<file path="src/rtl/vga_pkg.sv">
// Shared types and rules for the VGA pixel shifter.
// Word width default, repeat encoding and refill threshold live here.
package vga_pkg;

    localparam int WORD_W_DEF = 32;

    // Clocks per pixel minus one: 0..3 -> 1..4 clocks.
    typedef logic [1:0] rep_cfg_t;

    function automatic logic refill_needed(
        input int unsigned level,
        input int unsigned depth
    );
        return level <= depth / 2;
    endfunction

endpackage

</file>
<file path="src/rtl/vga_pixel_shifter_if.sv">
// CPU-side pixel word push handshake.
// The master drives words, the shifter answers with wr_ready.
interface vga_pixel_shifter_if
    import vga_pkg::*;
#(
    parameter int WORD_W = WORD_W_DEF
);
    logic              wr_valid;
    logic [WORD_W-1:0] wr_data;
    logic              wr_ready;

    modport master (
        output wr_valid,
        output wr_data,
        input  wr_ready
    );

    modport slave (
        input  wr_valid,
        input  wr_data,
        output wr_ready
    );
endinterface

</file>
<file path="src/rtl/vga_word_fifo.sv">
// Small word FIFO feeding the pixel shifter.
// Flush wins over push and pop.
module vga_word_fifo #(
    parameter  int DEPTH = 4,
    parameter  int W     = 32,
    localparam int AW    = $clog2(DEPTH)
) (
    input  logic         clk,
    input  logic         rst_n,
    input  logic         push,
    input  logic         pop,
    input  logic         flush,
    input  logic [W-1:0] wdata,
    output logic [W-1:0] rdata,
    output logic [AW:0]  level,
    output logic         full,
    output logic         empty
);
    logic [W-1:0] mem_q [DEPTH];
    logic [W-1:0] mem_d [DEPTH];
    logic [AW-1:0] wr_ptr_q, wr_ptr_d;
    logic [AW-1:0] rd_ptr_q, rd_ptr_d;
    logic [AW:0] level_q, level_d;
    logic do_push, do_pop;

    assign full    = level_q == (AW+1)'(DEPTH);
    assign empty   = level_q == '0;
    assign level   = level_q;
    assign rdata   = mem_q[rd_ptr_q];
    assign do_push = push && !full;
    assign do_pop  = pop && !empty;

    always_comb begin
        mem_d    = mem_q;
        wr_ptr_d = wr_ptr_q;
        rd_ptr_d = rd_ptr_q;
        level_d  = level_q;
        if (flush) begin
            wr_ptr_d = '0;
            rd_ptr_d = '0;
            level_d  = '0;
        end else begin
            if (do_push) begin
                mem_d[wr_ptr_q] = wdata;
                wr_ptr_d = wr_ptr_q + 1'b1;
            end
            if (do_pop) begin
                rd_ptr_d = rd_ptr_q + 1'b1;
            end
            if (do_push && !do_pop) begin
                level_d = level_q + 1'b1;
            end else if (do_pop && !do_push) begin
                level_d = level_q - 1'b1;
            end
        end
    end

    always_ff @(posedge clk or negedge rst_n) begin
        if (!rst_n) begin
            for (int i = 0; i < DEPTH; i++) begin
                mem_q[i] <= '0;
            end
            wr_ptr_q <= '0;
            rd_ptr_q <= '0;
            level_q  <= '0;
        end else begin
            mem_q    <= mem_d;
            wr_ptr_q <= wr_ptr_d;
            rd_ptr_q <= rd_ptr_d;
            level_q  <= level_d;
        end
    end
endmodule

</file>
<file path="src/rtl/vga_pixel_shifter.sv">
// 1bpp VGA pixel shifter with word FIFO, pixel repeat and underflow flag.
// Bit 0 of each word is shown first; reload on the last bit is gapless.
module vga_pixel_shifter
    import vga_pkg::*;
#(
    parameter  int FIFO_DEPTH = 4,
    parameter  int WORD_W     = WORD_W_DEF,
    localparam int LW         = $clog2(FIFO_DEPTH) + 1,
    localparam int BW         = $clog2(WORD_W)
) (
    input  logic     clk,
    input  logic     rst_n,
    vga_pixel_shifter_if.slave wr,
    input  logic     pixel_en,
    input  logic     frame_start,
    input  rep_cfg_t repeat_cfg,
    input  logic     clr_underflow,
    output logic     pixel,
    output logic [LW-1:0] fifo_level,
    output logic     refill_req,
    output logic     underflow
);
    localparam logic [BW-1:0] LAST_BIT = BW'(WORD_W - 1);

    logic [WORD_W-1:0] sh_q, sh_d;
    logic [BW-1:0] bit_cnt_q, bit_cnt_d;
    rep_cfg_t rep_cnt_q, rep_cnt_d;
    rep_cfg_t rep_cfg_q, rep_cfg_d;
    logic sh_valid_q, sh_valid_d;
    logic pixel_q, pixel_d;
    logic underflow_q, underflow_d;
    logic uf_set, consume, step, last;
    rep_cfg_t eff_cfg;
    logic fifo_push, fifo_pop, fifo_full, fifo_empty;
    logic [WORD_W-1:0] fifo_rdata;

    assign wr.wr_ready = !fifo_full && !frame_start;
    assign fifo_push   = wr.wr_valid && wr.wr_ready;
    assign refill_req  = refill_needed(32'(fifo_level), 32'(FIFO_DEPTH));
    assign pixel       = pixel_q;
    assign underflow   = underflow_q;

    // A new repeat setting only takes effect at the start of a pixel.
    assign eff_cfg   = (rep_cnt_q == '0) ? repeat_cfg : rep_cfg_q;
    assign rep_cfg_d = eff_cfg;
    assign consume   = pixel_en && sh_valid_q;
    assign step      = consume && (rep_cnt_q == eff_cfg);
    assign last      = step && (bit_cnt_q == LAST_BIT);

    always_comb begin
        sh_d        = sh_q;
        bit_cnt_d   = bit_cnt_q;
        rep_cnt_d   = rep_cnt_q;
        sh_valid_d  = sh_valid_q;
        pixel_d     = 1'b0;
        uf_set      = 1'b0;
        fifo_pop    = 1'b0;
        if (frame_start) begin
            sh_valid_d = 1'b0;
            bit_cnt_d  = '0;
            rep_cnt_d  = '0;
        end else begin
            if (consume) begin
                pixel_d = sh_q[0];
                if (step) begin
                    sh_d      = sh_q >> 1;
                    bit_cnt_d = bit_cnt_q + 1'b1;
                    rep_cnt_d = '0;
                end else begin
                    rep_cnt_d = rep_cnt_q + 2'd1;
                end
            end
            uf_set = pixel_en && !sh_valid_q;
            if (last && fifo_empty) begin
                sh_valid_d = 1'b0;
            end
            if (!fifo_empty && (!sh_valid_q || last)) begin
                fifo_pop   = 1'b1;
                sh_d       = fifo_rdata;
                bit_cnt_d  = '0;
                rep_cnt_d  = '0;
                sh_valid_d = 1'b1;
            end
        end
        underflow_d = clr_underflow ? 1'b0 : (underflow_q || uf_set);
    end

    always_ff @(posedge clk or negedge rst_n) begin
        if (!rst_n) begin
            sh_q        <= '0;
            bit_cnt_q   <= '0;
            rep_cnt_q   <= '0;
            rep_cfg_q   <= '0;
            sh_valid_q  <= 1'b0;
            pixel_q     <= 1'b0;
            underflow_q <= 1'b0;
        end else begin
            sh_q        <= sh_d;
            bit_cnt_q   <= bit_cnt_d;
            rep_cnt_q   <= rep_cnt_d;
            rep_cfg_q   <= rep_cfg_d;
            sh_valid_q  <= sh_valid_d;
            pixel_q     <= pixel_d;
            underflow_q <= underflow_d;
        end
    end

    vga_word_fifo #(
        .DEPTH (FIFO_DEPTH),
        .W     (WORD_W)
    ) u_fifo (
        .clk   (clk),
        .rst_n (rst_n),
        .push  (fifo_push),
        .pop   (fifo_pop),
        .flush (frame_start),
        .wdata (wr.wr_data),
        .rdata (fifo_rdata),
        .level (fifo_level),
        .full  (fifo_full),
        .empty (fifo_empty)
    );
endmodule

</file>
<file path="src/flat_wrapper.sv">
// flat-port wrapper written by rule: the top's interface ports become plain ports
module vga_pixel_shifter_flat import vga_pkg::*;
#(
    parameter  int FIFO_DEPTH = 4,
    parameter  int WORD_W     = WORD_W_DEF,
    localparam int LW         = $clog2(FIFO_DEPTH) + 1,
    localparam int BW         = $clog2(WORD_W)
)
  (clk, rst_n, pixel_en, frame_start, repeat_cfg, clr_underflow, pixel, fifo_level, refill_req, underflow, wr_wr_valid, wr_wr_data, wr_wr_ready);
  vga_pixel_shifter_if #(.WORD_W(WORD_W)) wr_i ();
  input  logic clk;
  input  logic rst_n;
  input  logic pixel_en;
  input  logic frame_start;
  input  rep_cfg_t repeat_cfg;
  input  logic clr_underflow;
  output logic pixel;
  output logic [LW-1:0] fifo_level;
  output logic refill_req;
  output logic underflow;
  input wire logic [$bits(wr_i.wr_valid)-1:0] wr_wr_valid;
  input wire logic [$bits(wr_i.wr_data)-1:0] wr_wr_data;
  output wire logic [$bits(wr_i.wr_ready)-1:0] wr_wr_ready;
  assign wr_i.wr_valid = wr_wr_valid;
  assign wr_i.wr_data = wr_wr_data;
  assign wr_wr_ready = wr_i.wr_ready;
  vga_pixel_shifter #(.FIFO_DEPTH(FIFO_DEPTH), .WORD_W(WORD_W)) u_core (.clk(clk), .rst_n(rst_n), .wr(wr_i), .pixel_en(pixel_en), .frame_start(frame_start), .repeat_cfg(repeat_cfg), .clr_underflow(clr_underflow), .pixel(pixel), .fifo_level(fifo_level), .refill_req(refill_req), .underflow(underflow));
endmodule
</file>
<file path="config.mk">
export PLATFORM = sky130hd
export DESIGN_NAME = vga_pixel_shifter_flat
export DESIGN_NICKNAME = d
export VERILOG_FILES = /design/src/rtl/vga_pkg.sv /design/src/rtl/vga_pixel_shifter_if.sv /design/src/rtl/vga_word_fifo.sv /design/src/rtl/vga_pixel_shifter.sv /design/src/flat_wrapper.sv
export SDC_FILE = /design/constraint.sdc
export NUM_CORES = 1
export LEC_CHECK = 0
export ABC_CLOCK_PERIOD_IN_PS = 3350
export CORE_ASPECT_RATIO = 0.7
export CORE_MARGIN = 2
export CORE_UTILIZATION = 55
export CTS_BUF_LIST = sky130_fd_sc_hd__clkbuf_8
export DETAILED_ROUTE_END_ITERATION = 10
export GPL_ROUTABILITY_DRIVEN = 0
export PLACE_DENSITY = 0.76
export SYNTH_ARGS = -nofsm -noshare
export SYNTH_HDL_FRONTEND = slang
export SYNTH_SLANG_ARGS = --single-unit
</file>
<file path="constraint.sdc">
create_clock -name clk -period 3.35 [get_ports clk]
set_input_delay 0.67 -clock clk [delete_from_list [all_inputs] [get_ports clk]]
set_output_delay 0.67 -clock clk [all_outputs]
set_load 0.01 [all_outputs]
</file>
Word level (Yosys, flattened, before mapping). Cells that the tools add are included.

Bits in latches: 0. Register bits after elaboration: 179. Memory bits (read-only): 0. Logic and storage cells: 98. Output and inout bits: 7. Memories: 0. Input bits: 40. RAM bits: 0.

Shifts and indexed selects: 0. Magnitude comparators: 4. Mux-type cells: 34. Div/mod/pow operators: 0. Bitwise operators: 3. Equal/unequal tests: 3. Add/subtract/negate cells: 6. Reductions and logical operators: 34. Multiply operators: 0.

Operators with widths (number): $mux W32 (6); $bwmux W128 (1); $bmux W32 S2 (1); $demux W32 S2 (1); $mux W5 (4); $mux W2 (9); $logic_and A1 B1 Y1 (13); $reduce_bool A3 Y1 (4); $mux W1 (9); $mux W3 (3); $reduce_bool A2 Y1 (4); $add A2 B1 Y2 const B (3); $ge A3 B3 Y1 const B (2); $logic_not A1 Y1 (6); $not A2 Y3 (2); $add A5 B1 Y5 const B (1); $eq A5 B5 Y1 const B (1); $reduce_and A2 Y1 (2); $add A3 B1 Y3 const B (1); $eq A3 B3 Y1 const B (1); $le A3 B2 Y1 const B (1); $logic_not A3 Y1 (1); $lt A3 B1 Y1 const B (1); $reduce_and A3 Y1 (1); 5 further kinds (6).

Longest topological paths before layout. Gate-level depths: netlist of run 1.

Depth after elaboration: 14. Depth in mapped cells: 13. Depth with buffers taken out: 12.

Modules after synthesis. Synthesis of run 1 repeated with hierarchy kept, for this count alone.

Cells, all modules: 569. Area, all modules: 8737.1 µm².

By module, submodules not included: vga_word_fifo (area each 6607.6 µm², seq. area each 3378.2 µm², instances 1, cells each 360); vga_pixel_shifter (area each 2129.5 µm², seq. area each 1101.1 µm², instances 1, cells each 209).

Least setup slack after synthesis of run 1. OpenSTA, ideal clock, no wires.

Path type: register -> register. From: register u_core.rep_cnt_q[0]. To: register u_core.u_fifo.level_q[1] (netlist: u_core.u_fifo.level[1]). Stages on the path, launching flop included: 12. Library setup time: 0.146 ns. Arrival time: 2.630 ns. Slack: 0.574 ns. Buffers on the path: 1. Required time: 3.204 ns. Clock period less this slack: 2.776 ns. Path through: dfrtp_1 inv_1 ha_1 mux2i_1 xnor2_2 nand3_2 buf_2 and3_1 fa_1 nor3_1 o22ai_1 o311ai_0.

Cells in the longest elaborated chain, start to end: 14. Elaborated cells on any way between the ends: 16. Those cells by class: 1 x eq/ne; 5 x mux; 10 x reduce/logical.

RTL lines: start: declaration (line vga_pixel_shifter.sv:27) `rep_cfg_t rep_cnt_q, rep_cnt_d;`; start signal: assignment (line vga_pixel_shifter.sv:100) `rep_cnt_q <= rep_cnt_d;`; $logic_not A2 Y1 (line vga_pixel_shifter.sv:44) `assign eff_cfg = (rep_cnt_q == '0) ? repeat_cfg : rep_cfg_q;`; $mux W2 (line vga_pixel_shifter.sv:44); $eq A2 B2 Y1 (*) (line vga_pixel_shifter.sv:47) `assign step = consume && (rep_cnt_q == eff_cfg);`; $logic_and A1 B1 Y1 (*) (line vga_pixel_shifter.sv:47); $logic_and A1 B1 Y1 (*) (line vga_pixel_shifter.sv:48) `assign last = step && (bit_cnt_q == LAST_BIT);`; $logic_or A1 B1 Y1 (*) (line vga_pixel_shifter.sv:77) `if (!fifo_empty && (!sh_valid_q || last)) begin`; $logic_and A1 B1 Y1 (*) (line vga_pixel_shifter.sv:77); $mux W1 (*) (line vga_pixel_shifter.sv:77); $mux W1 (*) (line vga_pixel_shifter.sv:58) `if (frame_start) begin`; $logic_and A1 B1 Y1 (*) (line vga_word_fifo.sv:31) `assign do_pop = pop && !empty;`; $logic_not A1 Y1 (line vga_word_fifo.sv:50) `if (do_push && !do_pop) begin`; $logic_and A1 B1 Y1 (line vga_word_fifo.sv:50); $mux W3 (line vga_word_fifo.sv:50); $mux W3 (line vga_word_fifo.sv:38) `if (flush) begin`; end signal: assignment (line vga_word_fifo.sv:70) `level_q <= level_d;`; end: declaration (line vga_word_fifo.sv:23) `logic [AW:0] level_q, level_d;`.

Mark *: on every way between the ends. The rest lies on a longest branch, timed or not. A chain may end at the register's enable or synchronous reset.

Worst setup path after layout of run 1. Same ends and word-level chain as after synthesis.

==> flow_summary.yaml, run 1 <==
final_layout:
  seq_area_sq_mm: 0.004481
  num_antenna_cells: 0
  area_delta_synth_final_pct: 13.22
  fillers: 1113
  multi_input_area_sq_mm: 0.003480
  stdcell_area_sq_mm: 0.009288
  nNetsFinal: 677
  final_layout_size_suffix_gt1_share_pct: 34.42
floorplan:
  dieWidth_um: 150.0
  die_height_um: 106.2
  core-area_sq_mm: 0.01463
  std_cell_rows: 37
  die_area_sq_mm: 0.01592
  start_util_pct: 56.07
  io_pins: 47
logic_synthesis:
  synth_area_leaders: "dfrtp_1 (55%), mux2_2 (17%), mux4_2 (8.8%)"
  synth.distinct_cells: 48
  postSynthAreaPerCell_sq_um: 14.05
  synth.most_common_cell: "dfrtp_1"
  synth_compound_area_share_pct: 9.732
  synthXorXnorAreaFrac_pct: 0.7169
  ys_ff_latch: 179
  async_reset_ff_share_pct: 100.0
  yosysTopAreaCellShare_pct: 54.61
  synth_top_family_by_area: "multiplexers"
  synth_mux_area_share_pct: 27.12
  yosys.area.top_type: "dfrtp_1"
  synthCells: 584
  ys_seq_area_share_pct: 54.61
  synth_commonest_cells: "dfrtp_1 (179), mux2_2 (121), o21ai_0 (35)"
  yosysWarnings: 0
  synth_edf_count: 0
  synth_flop_cell: "dfrtp_1"
  synth-simple-area-share_pct: 3.508
  synth_nets: 632
  synthesis.area_sq_mm: 0.008203
  yosys.area_share.adder_pct: 1.312
power:
  vdd_drop_max_mv: 0.4457
  cellLeakagePower_nw: 3.962
  p_per_area_mw_per_mm2: 893.6
timing:
  setup_viol: 0
  max_freq_mhz: 370.0
  tns_ps: 0
  slew_headroom_pct: 48.63
  hold_viol_final: 0
  post-route-period-util_pct: 80.69
  period_needed_ps: 2703
  finClkSkew_ps: 15.93
  rsz0062_at_grt: "false"
  worstMarginPinSlew_ps: 769.7
  slew_violations: 0
place:
  dpl_cell_area_sq_mm: 0.008901
  port_buffers: 46
  dp_hpwl_mm: 10.62
worst_setup_path:
  arrival_ps: 3040
  crit_path_end_kind: "register"
  cp-start-kind: "register"
  r2r_slack_ps: 650
  r2r-start: "u_core.rep_cnt_q[0]"
  r2r_cells: 10
  reg2reg_to: "u_core.u_fifo.level[1]"
  cp.required_ps: 3680
  crit_type: "register to register"
  cp_max_fo: 7
global_routing:
  grt_max_degree: 68
  grt_pass1_wl_mm: 27.82
  antenna_found_initial: 0
  grt_pass1_vias: 5241
  grt-ovfl-total: 0
  grtUsageTotal_pct: 23.01
route:
  ant_nets: 0
  wirelength_mm: 16.96
  vias: 5154
  drc: 0
  dr.pass1.iters: 5
  first_iter_violations: 420
  avgRoutedWirePerCell_um: 20.26
  via_per_inst: 6.158
clocking:
  clockBufferDepth: 2
  cts_tree: "yes"
  postCtsHoldBufs: 0
  cts_resized: 0
  clk-insertion-delay-late_ps: 460
  cts_root_buf: "clkbuf_8"
  cts_setup_buffers: 0
  clk_pin_slew_ps: 110
  ctsHtreeMaxLevel: 4
  cts_sinks: 179
  numCtsBuffers: 17
job:
  drv_cap: 0
worst_hold_path:
  hp-class: "input port to asynchronous set/reset pin"
status:
  outcome: "finished clean"
cells by family after synthesis:
group,after synthesis
and+or+nand+nor,54
AOI/OAI and AO/OA,119
buffers and inverters,53
adders and majority gates,8
muxes,166
DFF,179
xor gates and xnor gates,5
sequential cells by signal, summed over array words and instances, names as in the netlist:
signal                  cells
u_core.bit_cnt_q            5
u_core.pixel                1
u_core.rep_cfg_q            2
u_core.rep_cnt_q            2
u_core.sh_q                32
u_core.sh_valid_q           1
u_core.u_fifo.level         3
u_core.u_fifo.mem_q       128
u_core.u_fifo.rd_ptr_q      2
u_core.u_fifo.wr_ptr_q      2
u_core.underflow            1
placed cells by master (no fill, tap or decap), types with 3 or more instances in the layout:
cell,n
nor2_1,8
mux2i_1,4
dfrtp_1,178
nor3_1,9
inv_1,10
a2bb2oi_1,31
clkdlybuf4s50_1,45
clkinv_4,4
nand2_1,12
buf_4,21
a211oi_1,3
mux4_2,32
nand3_1,5
and3_1,6
inv_6,4
a31oi_1,31
a21oi_1,6
ha_1,7
mux2_2,121
mux2_1,9
o21ai_0,35
inv_8,4
clkbuf_8,18
layout make-up:
type,instances,share of cell area [%]
clock buffers,18,2.667
clock inverters,14,1.495
inverters,10,0.4041
multi-input cells,352,37.46
flip-flops and latches,179,48.24
well taps,195,2.627
repair buffers,69,7.100
through the flow:
stage                     hold slack (ps)  utilization [%]  worst slack (ps)  total power, mW  std cells
after detailed placement            479.8            60.85             351.6            6.894        805
after floorplan                     374.4                -             574.1            5.991        584
after CTS                           201.1            63.49             648.8            8.344        837
after global placement              468.6            60.85             435.4            6.688        805
final                               179.9            63.49             646.9            8.300        837
after global routing                214.7            63.49             420.2            8.837        837
routing by layer:
layer	wire length (um)	GRT usage, %	vias to the layer above
met5	0	0	-
met3	916	5.064	16
met2	8174	35.09	161
met1	7705	33.76	2689
li1	-	-	2288
met4	165	6.334	0
how the worst max path moves through the flow:
stage / startpoint / end / slack (ps) / cells past startpoint
2_1_floorplan: u_core.rep_cnt_q[0] / u_core.u_fifo.level[1] / 570 / 11
3_3_place_gp: repeat_cfg[1] / u_core.u_fifo.level[1] / 440 / 9
3_5_place_dp: repeat_cfg[1] / u_core.u_fifo.level[1] / 350 / 9
4_1_cts: u_core.rep_cnt_q[0] / u_core.u_fifo.level[1] / 650 / 10
5_1_grt: u_core.rep_cnt_q[0] / u_core.u_fifo.level[1] / 420 / 10
6_report: u_core.rep_cnt_q[0] / u_core.u_fifo.level[1] / 650 / 10
power by group:
group | switching, mW | internal, mW
clock | 0.862 | 0.573
sequential | 0.619 | 3.18
combinational | 1.32 | 1.74
total | 2.80 | 5.49
critical path, stage by stage, from the launching register on:
cell and delay, ps:
dfrtp_1 410, inv_1 120, ha_1 220, mux2i_1 350, xnor2_2 260, nand3_2 140
and3_1 200, fa_1 520, nor3_1 60, o22ai_1 140, o311ai_0 150
No activity file was read; power rests on OpenSTA's default activity.
==> run 2, diff against run 1 <==
--- a/config.mk
+++ b/config.mk
@@ -5,7 +5,7 @@
 export SDC_FILE = /design/constraint.sdc
 export NUM_CORES = 1
 export LEC_CHECK = 0
-export ABC_CLOCK_PERIOD_IN_PS = 3350
+export ABC_CLOCK_PERIOD_IN_PS = 2640
 export CORE_ASPECT_RATIO = 0.7
 export CORE_MARGIN = 2
 export CORE_UTILIZATION = 55
==> constraint.sdc (replaced) <==
create_clock -name clk -period 2.64 [get_ports clk]
set_input_delay 0.528 -clock clk [delete_from_list [all_inputs] [get_ports clk]]
set_output_delay 0.528 -clock clk [all_outputs]
set_load 0.01 [all_outputs]
==> run 2 against run 1 <==
Effect of this change:
- wire length rose by 2.0%
- core utilization rose by 1.1 points
- clock power is 15% higher
- sequential power up 26%
- fmax is 9.5% higher
- register-to-register slack got worse by 480 ps
- combinational power rose by 33%
- via count grew 2.3%
- die area unchanged
- largest power group unchanged
==> flow_summary.yaml, run 2 (synthesized netlist as in run 1, its figures left out) <==
clocking:
  cts_sinks: 179
  numCtsBuffers: 17
  cts_setup_buffers: 0
  clockBufferDepth: 2
  postCtsHoldBufs: 0
  cts_resized: 0
  ctsHtreeMaxLevel: 4
  cts_tree: "yes"
  clk_pin_slew_ps: 100
  clk-insertion-delay-late_ps: 460
  cts_root_buf: "clkbuf_8"
power:
  p_per_area_mw_per_mm2: 1114
  cellLeakagePower_nw: 4.014
  vdd_drop_max_mv: 0.6127
final_layout:
  nNetsFinal: 683
  final_layout_size_suffix_gt1_share_pct: 35.34
  mostFrequentLayoutCells: "dfrtp_1 (178), mux2_2 (121), clkdlybuf4s50_1 (45)"
  largest_register: "u_core.u_fifo.mem_q"
  final_common_cell: "dfrtp_1"
  area_delta_synth_final_pct: 15.12
  largest_reg_flops: 128
  fillers: 1070
  num_antenna_cells: 0
  stdcell_area_sq_mm: 0.009443
  largest_registers: "u_core.u_fifo.mem_q (128), u_core.sh_q (32), u_core.bit_cnt_q (5)"
floorplan:
  core-area_sq_mm: 0.01463
  start_util_pct: 56.07
  die_height_um: 106.2
  std_cell_rows: 37
  dieWidth_um: 150.0
  die_area_sq_mm: 0.01592
  io_pins: 47
worst_setup_path:
  r2r-start: "u_core.rep_cnt_q[1]"
  max_stage_delay_ps: 460
  cp_max_fo: 2
  critPathLaunch: "u_core.rep_cnt_q[1]"
  cp-start-kind: "register"
  path_cells: "inv_2 > ha_4 > mux2i_4 > xnor2_4 > nand3_4 > and3_1 > fa_1 > nor3_1 > o22ai_1 > o311ai_1"
  critical-path-slowest-cell: "fa_1"
  critical-path-top-delay-family: "adder cells"
  crit_path_end_kind: "register"
  cp.buffers_inverters: 1
  crit_type: "register to register"
  cp.required_ps: 2990
  arrival_ps: 2820
timing:
  setup_viol: 0
  slew_violations: 0
  whs_ps: 25.80
  rsz0062_at_grt: "false"
  hold_viol_final: 0
  period_needed_ps: 2468
  slew_headroom_pct: 48.66
  post-route-period-util_pct: 93.49
  worstMarginPinSlew_ps: 769.3
  finClkSkew_ps: 23.11
  max_freq_mhz: 405.2
place:
  dpl_cell_area_sq_mm: 0.009102
  dp_hpwl_mm: 11.13
  port_buffers: 46
global_routing:
  grt_pass1_wl_mm: 28.37
  grt_max_degree: 59
  grt_pass1_vias: 5348
  grt-ovfl-total: 0
  grtUsageTotal_pct: 23.41
  antenna_found_initial: 0
route:
  dr.pass1.iters: 5
  ant_nets: 0
  wirelength_mm: 17.30
  first_iter_violations: 381
  via_per_inst: 6.251
  drc: 0
  vias: 5270
  avgRoutedWirePerCell_um: 20.53
job:
  drv_cap: 0
status:
  outcome: "finished clean"
worst_hold_path:
  hp-class: "input port to asynchronous set/reset pin"
-- run 2: cell count changes in the layout (fill, tap and decap cells not counted), sizes merged --
| cell | delta |
|---|---|
| buf | +6 |
| clkinvlp | +3 |
| clkinv | -3 |
-- run 2: final cells by class --
cell class | count | area, sq um | area share [%]
Clock inverter | 14 | 90.09 | 0.9540
Inverter | 10 | 37.54 | 0.3975
Multi-Input combinational cell | 352 | 3538 | 37.47
Sequential cell | 179 | 4481 | 47.45
Tap cell | 195 | 244.0 | 2.584
Clock buffer | 18 | 247.7 | 2.624
Timing Repair Buffer | 75 | 804.5 | 8.520
-- run 2: worst paths after layout --
kind                       slack (ps)  cells past startpoint                      end
max in group asynchronous        1780                      2  u_core.u_fifo.mem_q[39]
min reg2reg                       490                      1  u_core.u_fifo.mem_q[38]
max                               170                     10   u_core.u_fifo.level[1]
min                                30                      1  u_core.u_fifo.mem_q[59]
max reg2reg                       170                     10   u_core.u_fifo.level[1]
min in group clk                  490                      1  u_core.u_fifo.mem_q[38]
-- run 2: metal layers --
| layer | global-route usage [%] | routed length [um] | up-vias | share of wire [%] |
|---|---|---|---|---|
| met1 | 34.63 | 7874 | 2759 | 46 |
| met3 | 5.880 | 1043 | 14 | 6.0 |
| met2 | 35.49 | 8267 | 180 | 48 |
| met4 | 5.121 | 118 | 0 | 0.68 |
| met5 | 0 | 0 | - | 0 |
| li1 | - | - | 2317 | - |
-- run 2: power by group --
group	leakage (nW)	switching (mW)	total, mW	internal [mW]
combinational	1.64	1.76	4.08	2.32
clock	0.177	0.986	1.66	0.670
sequential	2.20	0.749	4.78	4.03
-- run 2: metrics by stage --
stage | util [%] | power (mW) | instances | setup TNS (ps) | setup WS (ps)
finish | 64.55 | 10.52 | 843 | 0 | 171.9
global route | 64.55 | 11.16 | 843 | 0 | 1.329
CTS | 64.53 | 10.56 | 843 | 0 | 69.00
detailed placement | 62.22 | 8.892 | 811 | -72.60 | -72.60
global placement | 62.22 | 8.596 | 811 | 0 | 19.51
floorplan | - | 7.632 | 584 | 0 | 45.95
